==> config.mk <==
export PLATFORM = sky130hd
export DESIGN_NAME = sled_scan_flat
export DESIGN_NICKNAME = d
export VERILOG_FILES = /design/src/rtl/sled_pkg.sv /design/src/rtl/sled_if.sv /design/src/rtl/sled_hex_dec.sv /design/src/rtl/sled_scan.sv /design/src/flat_wrapper.sv
export SDC_FILE = /design/constraint.sdc
export NUM_CORES = 1
export LEC_CHECK = 0
export CORE_MARGIN = 2
export CORE_UTILIZATION = 40
export DETAILED_ROUTE_END_ITERATION = 6
export GPL_ROUTABILITY_DRIVEN = 0
export MAX_ROUTING_LAYER = met4
export PLACE_DENSITY = 0.65
export SLEW_MARGIN = 10
export SYNTH_ARGS = -nofsm -noshare
export SYNTH_HDL_FRONTEND = slang
export SYNTH_SLANG_ARGS = --single-unit
export TNS_END_PERCENT = 1
==> constraint.sdc <==
create_clock -name clk -period 5.1 [get_ports clk]
set_input_delay 0.765 -clock clk [delete_from_list [all_inputs] [get_ports clk]]
set_output_delay 0.765 -clock clk [all_outputs]
set_load 0.005 [all_outputs]
==> src/rtl/sled_pkg.sv <==
// sled_pkg: shared segment constants and hex-to-segment encoding for the multiplexed display driver
package sled_pkg;
  localparam logic [7:0] SEG_OFF = 8'hFF;
  localparam logic [15:0][7:0] HEX_TAB = {
    8'h8E, 8'h86, 8'hA1, 8'hC6, 8'h83, 8'h88, 8'h90, 8'h80,
    8'hF8, 8'h82, 8'h92, 8'h99, 8'hB0, 8'hA4, 8'hF9, 8'hC0
  };
  function automatic logic [7:0] seg_of(input logic [3:0] nib, input logic dp);
    return {~dp, HEX_TAB[nib][6:0]};
  endfunction
endpackage

==> src/rtl/sled_if.sv <==
// sled_if: datapath-side digit inputs and board-side segment/digit outputs of sled_scan
interface sled_if #(parameter int DIGITS = 8);
  logic [4*DIGITS-1:0] value;
  logic [DIGITS-1:0] dp;
  logic [DIGITS-1:0] blank;
  logic load;
  logic [7:0] LED7S;
  logic [DIGITS-1:0] dig;
  logic frame_start;
  modport master (output value, dp, blank, load, input LED7S, dig, frame_start);
  modport slave (input value, dp, blank, load, output LED7S, dig, frame_start);
endinterface

==> src/rtl/sled_hex_dec.sv <==
// sled_hex_dec: nibble plus decimal point to active-low 7-segment code
module sled_hex_dec
  import sled_pkg::*;
(
  input  logic [3:0] nib,
  input  logic       dp,
  output logic [7:0] seg
);
  always_comb seg = seg_of(nib, dp);
endmodule

==> src/rtl/sled_scan.sv <==
// sled_scan: N-digit multiplexed 7-seg driver with blanking and frame-synchronous update; SLED_LEADING_ZERO_BLANK_EN suppresses leading zeros
module sled_scan
  import sled_pkg::*;
#(
  parameter int DIGITS    = 8,
  parameter int SCAN_DIV  = 50000,
  parameter int BLANK_CYC = 500
) (
  input logic   clk,
  input logic   rst,
  sled_if.slave bus
);
  localparam int PW = $clog2(SCAN_DIV);
  localparam int IW = DIGITS > 1 ? $clog2(DIGITS) : 1;
  typedef struct packed {
    logic [4*DIGITS-1:0] value;
    logic [DIGITS-1:0]   dp;
    logic [DIGITS-1:0]   blank;
  } frame_t;
  logic [PW-1:0] pres_q, pres_d;
  logic [IW-1:0] idx_q, idx_d;
  frame_t shadow_q, shadow_d, display_q, display_d, in_frame;
  logic pending_q, pending_d;
  logic [7:0] led_q, led_d, dec_seg;
  logic [DIGITS-1:0] dig_q, dig_d;
  logic fs_q, fs_d;
  logic tick, boundary, blanked, lz_on, dp_bit;
  logic [3:0] nib;
  assign in_frame = {bus.value, bus.dp, bus.blank};
  assign tick     = int'(pres_q) == SCAN_DIV - 1;
  assign boundary = tick && int'(idx_q) == DIGITS - 1;
  assign blanked  = int'(pres_q) < BLANK_CYC;
  assign nib      = display_q.value[{idx_q, 2'b00} +: 4];
  assign dp_bit   = display_q.dp[idx_q];
  sled_hex_dec u_dec (.nib(nib), .dp(dp_bit), .seg(dec_seg));
`ifdef SLED_LEADING_ZERO_BLANK_EN
  logic [DIGITS-1:0] lz;
  always_comb begin
    logic z;
    z  = 1'b1;
    lz = '0;
    for (int i = DIGITS - 1; i > 0; i--) begin
      z     = z && display_q.value[4*i +: 4] == 4'h0;
      lz[i] = z;
    end
  end
  assign lz_on = lz[idx_q];
`else
  assign lz_on = 1'b0;
`endif
  always_comb begin
    pres_d    = tick ? '0 : pres_q + 1'b1;
    idx_d     = !tick ? idx_q : int'(idx_q) == DIGITS - 1 ? '0 : idx_q + 1'b1;
    shadow_d  = bus.load ? in_frame : shadow_q;
    pending_d = bus.load ? !boundary : boundary ? 1'b0 : pending_q;
    display_d = bus.load && boundary ? in_frame : boundary && pending_q ? shadow_q : display_q;
    dig_d     = blanked ? '1 : ~(DIGITS'(1) << idx_q);
    led_d     = blanked || display_q.blank[idx_q] ? SEG_OFF : lz_on ? {~dp_bit, 7'h7F} : dec_seg;
    fs_d      = pres_q == '0 && idx_q == '0;
  end
  always_ff @(posedge clk) begin
    if (rst) begin
      pres_q    <= '0;
      idx_q     <= '0;
      shadow_q  <= '0;
      display_q <= '0;
      pending_q <= 1'b0;
      led_q     <= SEG_OFF;
      dig_q     <= '1;
      fs_q      <= 1'b0;
    end else begin
      pres_q    <= pres_d;
      idx_q     <= idx_d;
      shadow_q  <= shadow_d;
      display_q <= display_d;
      pending_q <= pending_d;
      led_q     <= led_d;
      dig_q     <= dig_d;
      fs_q      <= fs_d;
    end
  end
  assign bus.LED7S       = led_q;
  assign bus.dig         = dig_q;
  assign bus.frame_start = fs_q;
endmodule

==> src/flat_wrapper.sv <==
// flat-port wrapper written by rule: the top's interface ports become plain ports
module sled_scan_flat import sled_pkg::*;
#(
  parameter int DIGITS    = 8,
  parameter int SCAN_DIV  = 50000,
  parameter int BLANK_CYC = 500
)
  (clk, rst, bus_value, bus_dp, bus_blank, bus_load, bus_LED7S, bus_dig, bus_frame_start);
  sled_if #(.DIGITS(DIGITS)) bus_i ();
  input logic clk;
  input logic rst;
  input wire logic [$bits(bus_i.value)-1:0] bus_value;
  input wire logic [$bits(bus_i.dp)-1:0] bus_dp;
  input wire logic [$bits(bus_i.blank)-1:0] bus_blank;
  input wire logic [$bits(bus_i.load)-1:0] bus_load;
  output wire logic [$bits(bus_i.LED7S)-1:0] bus_LED7S;
  output wire logic [$bits(bus_i.dig)-1:0] bus_dig;
  output wire logic [$bits(bus_i.frame_start)-1:0] bus_frame_start;
  assign bus_i.value = bus_value;
  assign bus_i.dp = bus_dp;
  assign bus_i.blank = bus_blank;
  assign bus_i.load = bus_load;
  assign bus_LED7S = bus_i.LED7S;
  assign bus_dig = bus_i.dig;
  assign bus_frame_start = bus_i.frame_start;
  sled_scan #(.DIGITS(DIGITS), .SCAN_DIV(SCAN_DIV), .BLANK_CYC(BLANK_CYC)) u_core (.clk(clk), .rst(rst), .bus(bus_i));
endmodule
==> results of run 1 <==
-- layer usage --
| layer | wire [um] | GRT usage |
|---|---|---|
| met3 | 554 | 0.04728 |
| met4 | 174 | 0.06897 |
| met2 | 5779 | 0.2851 |
| met1 | 5381 | 0.2144 |
| met5 | 0 | - |
-- layout by cell type (no fill, tap or decap), drive strengths merged, types with 3 or more instances in the layout --
| cell | count |
|---|---|
| clkinv | 4 |
| buf | 7 |
| and3 | 5 |
| nor2 | 117 |
| xnor2 | 5 |
| nand2 | 23 |
| dfxtp | 133 |
| o21ai | 3 |
| clkdlybuf4s50 | 65 |
| o22ai | 29 |
| o221ai | 3 |
| a21oi | 5 |
| mux4 | 12 |
| nand3 | 16 |
| bufinv | 5 |
| ha | 13 |
| xor2 | 8 |
| mux2 | 5 |
| and2 | 3 |
| clkbuf | 20 |
| inv | 12 |
| a211oi | 18 |
| nor3 | 36 |
| mux2i | 53 |
-- critical path: cells and delay by family (launching register included) --
family	cells	cell delay [ps]
flip-flops	1	310
AO/OA/AOI/OAI	1	430
adder cells (fa/ha/maj)	2	420
buffers and inverters	1	260
AND/OR/NAND/NOR	3	1260
-- cell type report --
type                    instances  area, um2
fillers                      1225       6519
flip-flops and latches        133       2663
multi-input cells             377       2605
repair buffers                 72      700.7
clock buffers                  20      456.7
well taps                     176      220.2
clock inverters                12      198.9
inverters                      10      37.54
-- synthesized netlist by cell type, types with 2 or more instances --
library cell,instances
buf_6,5
dfxtp_1,133
nand2b_1,2
a21oi_1,5
and3b_1,2
buf_1,4
o221ai_1,3
nand3_1,16
ha_1,13
buf_4,2
nand2_1,23
nor4_1,2
nor2_1,117
o21ai_0,3
and2_1,3
buf_2,7
mux2_2,4
o22ai_1,29
or2_2,2
nor3_1,35
mux2i_1,53
clkbuf_1,21
xor2_1,8
nor4b_1,2
a211oi_1,6
buf_8,2
mux4_2,12
nand4b_1,2
nand4_1,2
xnor2_1,5
and3_1,5
o211ai_1,2
inv_1,9
a211oi_2,12
-- registers in the layout, indices dropped and copies added (netlist names) --
register / cells
u_core.display_q: 48
u_core.bus.LED7S: 8
u_core.pres_q: 16
u_core.pending_q: 1
u_core.shadow_q: 48
u_core.bus.dig: 8
u_core.idx_q: 3
u_core.bus.frame_start: 1
-- worst max-delay path by stage --
stage                                             from  slack (ps)                                 to  cells after the start
after global placement                        bus_load        2200  u_core.display_q[30]$_SDFFE_PP0P_                      4
after detailed placement                      bus_load        2140   u_core.display_q[1]$_SDFFE_PP0P_                      5
after floorplan           u_core.idx_q[0]$_SDFFE_PP0N_        2780     u_core.bus.LED7S[0]$_SDFF_PP1_                     10
after global routing      u_core.idx_q[1]$_SDFFE_PP0N_        2000  u_core.display_q[20]$_SDFFE_PP0P_                      7
final                     u_core.idx_q[1]$_SDFFE_PP0N_        2260  u_core.display_q[20]$_SDFFE_PP0P_                      7
after CTS                 u_core.idx_q[1]$_SDFFE_PP0N_        2280  u_core.display_q[20]$_SDFFE_PP0P_                      7
-- kinds of logic (layout without fill, tap and decap cells) --
logic type,Yosys count,after routing,share of synthesized area
and+or+nand+nor,219,219,0.1797
muxes,70,70,0.1548
adders and majority gates,13,13,0.02939
xor gates and xnor gates,13,13,0.02057
buffers and inverters,51,114,0.04837
AOI/OAI and AO/OA,62,62,0.08612
DFF,133,133,0.4810
-- power breakdown --
group	total, mW	switching, mW	internal (mW)
registers	1.08	0.0126	1.07
clock network	1.34	0.443	0.894
logic	0.122	0.0583	0.0641
-- stage by stage --
step / setup slack (ps) / instance area, um2
3_5_place_dp: 2137 / 6226
2_1_floorplan: 2779 / 5535
3_3_place_gp: 2204 / 6226
5_1_grt: 1998 / 6882
4_1_cts: 2284 / 6882
6_report: 2261 / 6882
==> flow_summary.ini, run 1 <==
[clocking]
root_buffer = clkbuf_16
clk_path_buf_depth = 2
cts_sink_count = 133
clk_pin_slew_ps = 60
tritoncts_clock_tree = yes
number_of_buffers_inserted_during_clock_tree_synthesis = 17
postCtsSetupRepairBufs = 0
h_tree_lvls = 4
worstSkewPairLatency_ps = 420
post_cts_resize_count = 0
hold_fix_buffers_cts = 0

[worst_hold_path]
holdPathEnd = u_core.pres_q[0]$_SDFF_PP0_
hp-start = u_core.pres_q[0]$_SDFF_PP0_
worst_hold_path.num_cells = 1
hp-class = flip-flop to flip-flop

[routing]
via_per_inst = 5.078
initialDrtViolationCount = 313
route.detailed.drc = 0
routed-via-count = 4062
route.final.wire_length_mm = 11.89
wl_per_cell_um = 14.86
detail_route.first_pass.iterations = 4
antenna_violating_nets_post_route = 0

[placed_design]
detailed_place_hpwl_mm = 7.924
place.detailed.instances = 768
number_of_port_buffers = 67

[setup_path]
timing.critical_path.from_type = flip-flop
slowest_delay_ps = 900
setup.worst_path.class = flip-flop to flip-flop
end_kind = flip-flop
crit-reg2reg-capture = u_core.display_q[20]$_SDFFE_PP0P_
critPathArrivalTime_ps = 3090
timing.critical_path.mode_cell = ha_1
required_ps = 5350
path_max_fanout = 29
crit-reg2reg-launch = u_core.idx_q[1]$_SDFFE_PP0N_
timing.critical_path.cells = buf_4 -> ha_1 -> ha_1 -> and3_1 -> nand3_1 -> o22ai_1 -> nor3_1
timing.reg2reg.setup_slack_ps = 2260
worst-r2r-cell-count = 7
slowest_cell_on_the_critical_path = nand3_1

[timing]
hold_viol = 0
rel_slew_slack = 0.1775
tightest_slew_ps = 1230
final.period_utilization = 0.5567
hold-worst-slack_ps = 484.3
rsz0062_at_grt = no
max_freq_mhz = 352.2
final.min_clock_period_ps = 2839
report.final.slew_viol_count = 0
setup_viol = 0
finClkSkew_ps = 6.299
tns_ps = 0

[synth]
netlist.top_cell.by_area = dfxtp_1
post_synth_inst_count = 561
yosys_register_bits = 133
synth.avg_cell_area_um2 = 9.867
syn-num-nets = 625
ys_async_sr_fraction = 0
synth_cell_type_count = 44
netlist_top_cells_area = dfxtp_1 48%, mux2i_1 9.6%, nor2_1 7.9%
cell_area_after_synthesis_um2 = 5535
synth.top_cell.area_share = 0.4810
yosys_warnings = 0
seq_area_frac_synth = 0.4810
dominantRegCellSynth = dfxtp_1
number_of_enable_flip_flop_cells_after_synthesis = 0

[floorplan]
die_w_um = 121.6
fp-row-count = 42
core-area_um2 = 13400
die-area_um2 = 14800
ios = 68
initial_core_util = 0.4131
die_h_um = 121.6

[status]
run_status = completed

[grt]
grt_pass1_vias = 4062
grt_max_degree = 105
groute.usage.overall = 0.1777
grt_first_pass_wirelength_mm = 19.71
gr-total-overflow = 0
grt_antenna_before_repair = 0

[pwr]
powerDensity_nw_per_um2 = 368.7
power.leakage_nw = 2.692
total_power_mw = 2.537
vdd_ir_drop_max_uv = 271.0

[job]
maxCapViolCount = 0

[cells_and_area]
finish.utilization = 0.5135
antenna_cells_inserted = 0
final_layout_size_suffix_gt1_frac = 0.1138
area_growth_syn_to_layout_pct = 24.32
finish.cell_count_without_fillers = 800
layout.nets = 675
(Power assumes the default switching activity.)
==> run 2: changes to the inputs <==
==> constraint.sdc (replaced) <==
create_clock -name clk -period 2.8 [get_ports clk]
set_input_delay 0.42 -clock clk [delete_from_list [all_inputs] [get_ports clk]]
set_output_delay 0.42 -clock clk [all_outputs]
set_load 0.005 [all_outputs]
==> flow_summary.ini, run 2 (same netlist as run 1, synthesis figures left out) <==
[routing]
initialDrtViolationCount = 336
detail_route.first_pass.iterations = 4
antenna_violating_nets_post_route = 0
topRoutingLayerUsed = met4
drt-met1-wl_mm = 5.738
route.detailed.drc = 0
via_per_inst = 5.238
detailroute.wirelength.met3_um = 526
wl_per_cell_um = 15.22
routed-via-count = 4201
routed-wl-met2_mm = 5.739
route.final.wire_length_mm = 12.21

[grt]
groute.usage.overall = 0.1845
grt_first_pass_wirelength_mm = 20.75
gr-total-overflow = 0
grt_max_degree = 76
grt_pass1_vias = 4249
grt_antenna_before_repair = 0

[clocking]
post_cts_resize_count = 0
number_of_buffers_inserted_during_clock_tree_synthesis = 17
hold_fix_buffers_cts = 0
tritoncts_clock_tree = yes
clk_pin_slew_ps = 50
clk_path_buf_depth = 2
h_tree_lvls = 4
root_buffer = clkbuf_16
worstSkewPairLatency_ps = 420
postCtsSetupRepairBufs = 0
cts_sink_count = 133

[setup_path]
worst-path-stages = 9
worstPathBufferInverterCount = 2
path_max_fanout = 10
end_kind = flip-flop
timing.critical_path.cells = buf_4 -> mux4_2 -> nand2_1 -> and2_1 -> inv_1 -> ha_1 -> or3b_1 -> o21ai_0 -> o21ai_0
cpLargestDelayFamily = simple AND/OR/NAND/NOR gates
required_ps = 3070
critPathArrivalTime_ps = 2720
timing.critical_path.from_type = flip-flop
setup.worst_path.class = flip-flop to flip-flop
worst-r2r-cell-count = 9
slowest_cell_on_the_critical_path = mux4_2
slowest_delay_ps = 530
timing.critical_path.mode_cell = o21ai_0

[timing]
report.final.slew_viol_count = 0
setup_viol = 0
max_freq_mhz = 408.9
rsz0062_at_grt = no
finClkSkew_ps = 10.86
rel_slew_slack = 0.4535
tns_ps = 0
final.min_clock_period_ps = 2446
final.period_utilization = 0.8734
timing.final.ws_setup_ps = 354.5
tightest_slew_ps = 819.7
hold_viol = 0

[floorplan]
core-area_um2 = 13400
die_h_um = 121.6
initial_core_util = 0.4131
die-area_um2 = 14800
die_w_um = 121.6
fp-row-count = 42
ios = 68

[pwr]
power.leakage_nw = 2.660
vdd_ir_drop_max_uv = 375.1
powerDensity_nw_per_um2 = 608.3

[job]
maxCapViolCount = 0

[cells_and_area]
area_growth_syn_to_layout_pct = 22.78
antenna_cells_inserted = 0
final_layout_size_suffix_gt1_frac = 0.1182
final_common_cell = dfxtp_1
layout.nets = 683
reg.largest.list = u_core.display_q (48), u_core.shadow_q (48), u_core.pres_q (16)
layout_common_cells = 133 x dfxtp_1, 117 x nor2_1, 65 x clkdlybuf4s50_1

[worst_hold_path]
worst_hold_path.num_cells = 3
hp-class = input pin to flip-flop

[status]
run_status = completed

[placed_design]
detailed_place_hpwl_mm = 8.278
number_of_port_buffers = 67
detailedPlace.worstSlack_ps = 355.8
## run 2: cell count changes in the layout (fill, tap and decap cells not counted)
cell / change
buf_4: +8
bufinv_16: -5
clkbuf_1: -1
clkbuf_8: +2
clkinv_4: -1
clkinvlp_4: +1
inv_6: -2
## run 2: routing by layer
layer | vias to the layer above | global-route usage
met1 | 1995 | 0.2326
met4 | 0 | 0.07543
met2 | 107 | 0.2862
met3 | 17 | 0.04354
li1 | 2082 | -
met5 | - | -
## run 2: worst register-to-register path: stages, from the launching register on
cell and delay [ps]:
dfxtp_1 330, buf_4 220, mux4_2 530, nand2_1 80, and2_1 230, inv_1 110, ha_1 250, or3b_1 380
o21ai_0 80, o21ai_0 110
## run 2: worst paths after layout
check                               start                              to  slack [ps]
max          u_core.idx_q[0]$_SDFFE_PP0N_  u_core.bus.LED7S[0]$_SDFF_PP1_         350
min                              bus_load   u_core.pending_q$_SDFFE_PP0P_         390
max reg2reg  u_core.idx_q[0]$_SDFFE_PP0N_  u_core.bus.LED7S[0]$_SDFF_PP1_         350
min reg2reg   u_core.pres_q[0]$_SDFF_PP0_     u_core.pres_q[0]$_SDFF_PP0_         480
## run 2: power by group
| part | internal (mW) | switching [mW] | total [mW] |
|---|---|---|---|
| Clock | 1.19 | 0.758 | 1.94 |
| Combinational | 0.118 | 0.106 | 0.225 |
| Sequential | 1.94 | 0.0230 | 1.96 |
## run 2: stage by stage
step | hold slack (ps) | utilization | std cells | power, mW | area [um2]
2_1_floorplan | 441.5 | - | 561 | 2.118 | 5535
3_3_place_gp | 454.5 | 0.4691 | 776 | 2.222 | 6286
3_5_place_dp | 474.1 | 0.4691 | 776 | 2.230 | 6286
4_1_cts | 369.5 | 0.5072 | 802 | 4.180 | 6797
5_1_grt | 393.8 | 0.5072 | 802 | 4.291 | 6797
6_report | 388.0 | 0.5072 | 802 | 4.134 | 6797
## run 2: final cells by class
type	instances	area, um2
fill	1244	6604
sequential	133	2663
inverter	10	37.54
clock inverter	5	30.03
timing repair buffer	80	760.7
tap	176	220.2
multi-input combinational	377	2605
clock buffer	21	480.5
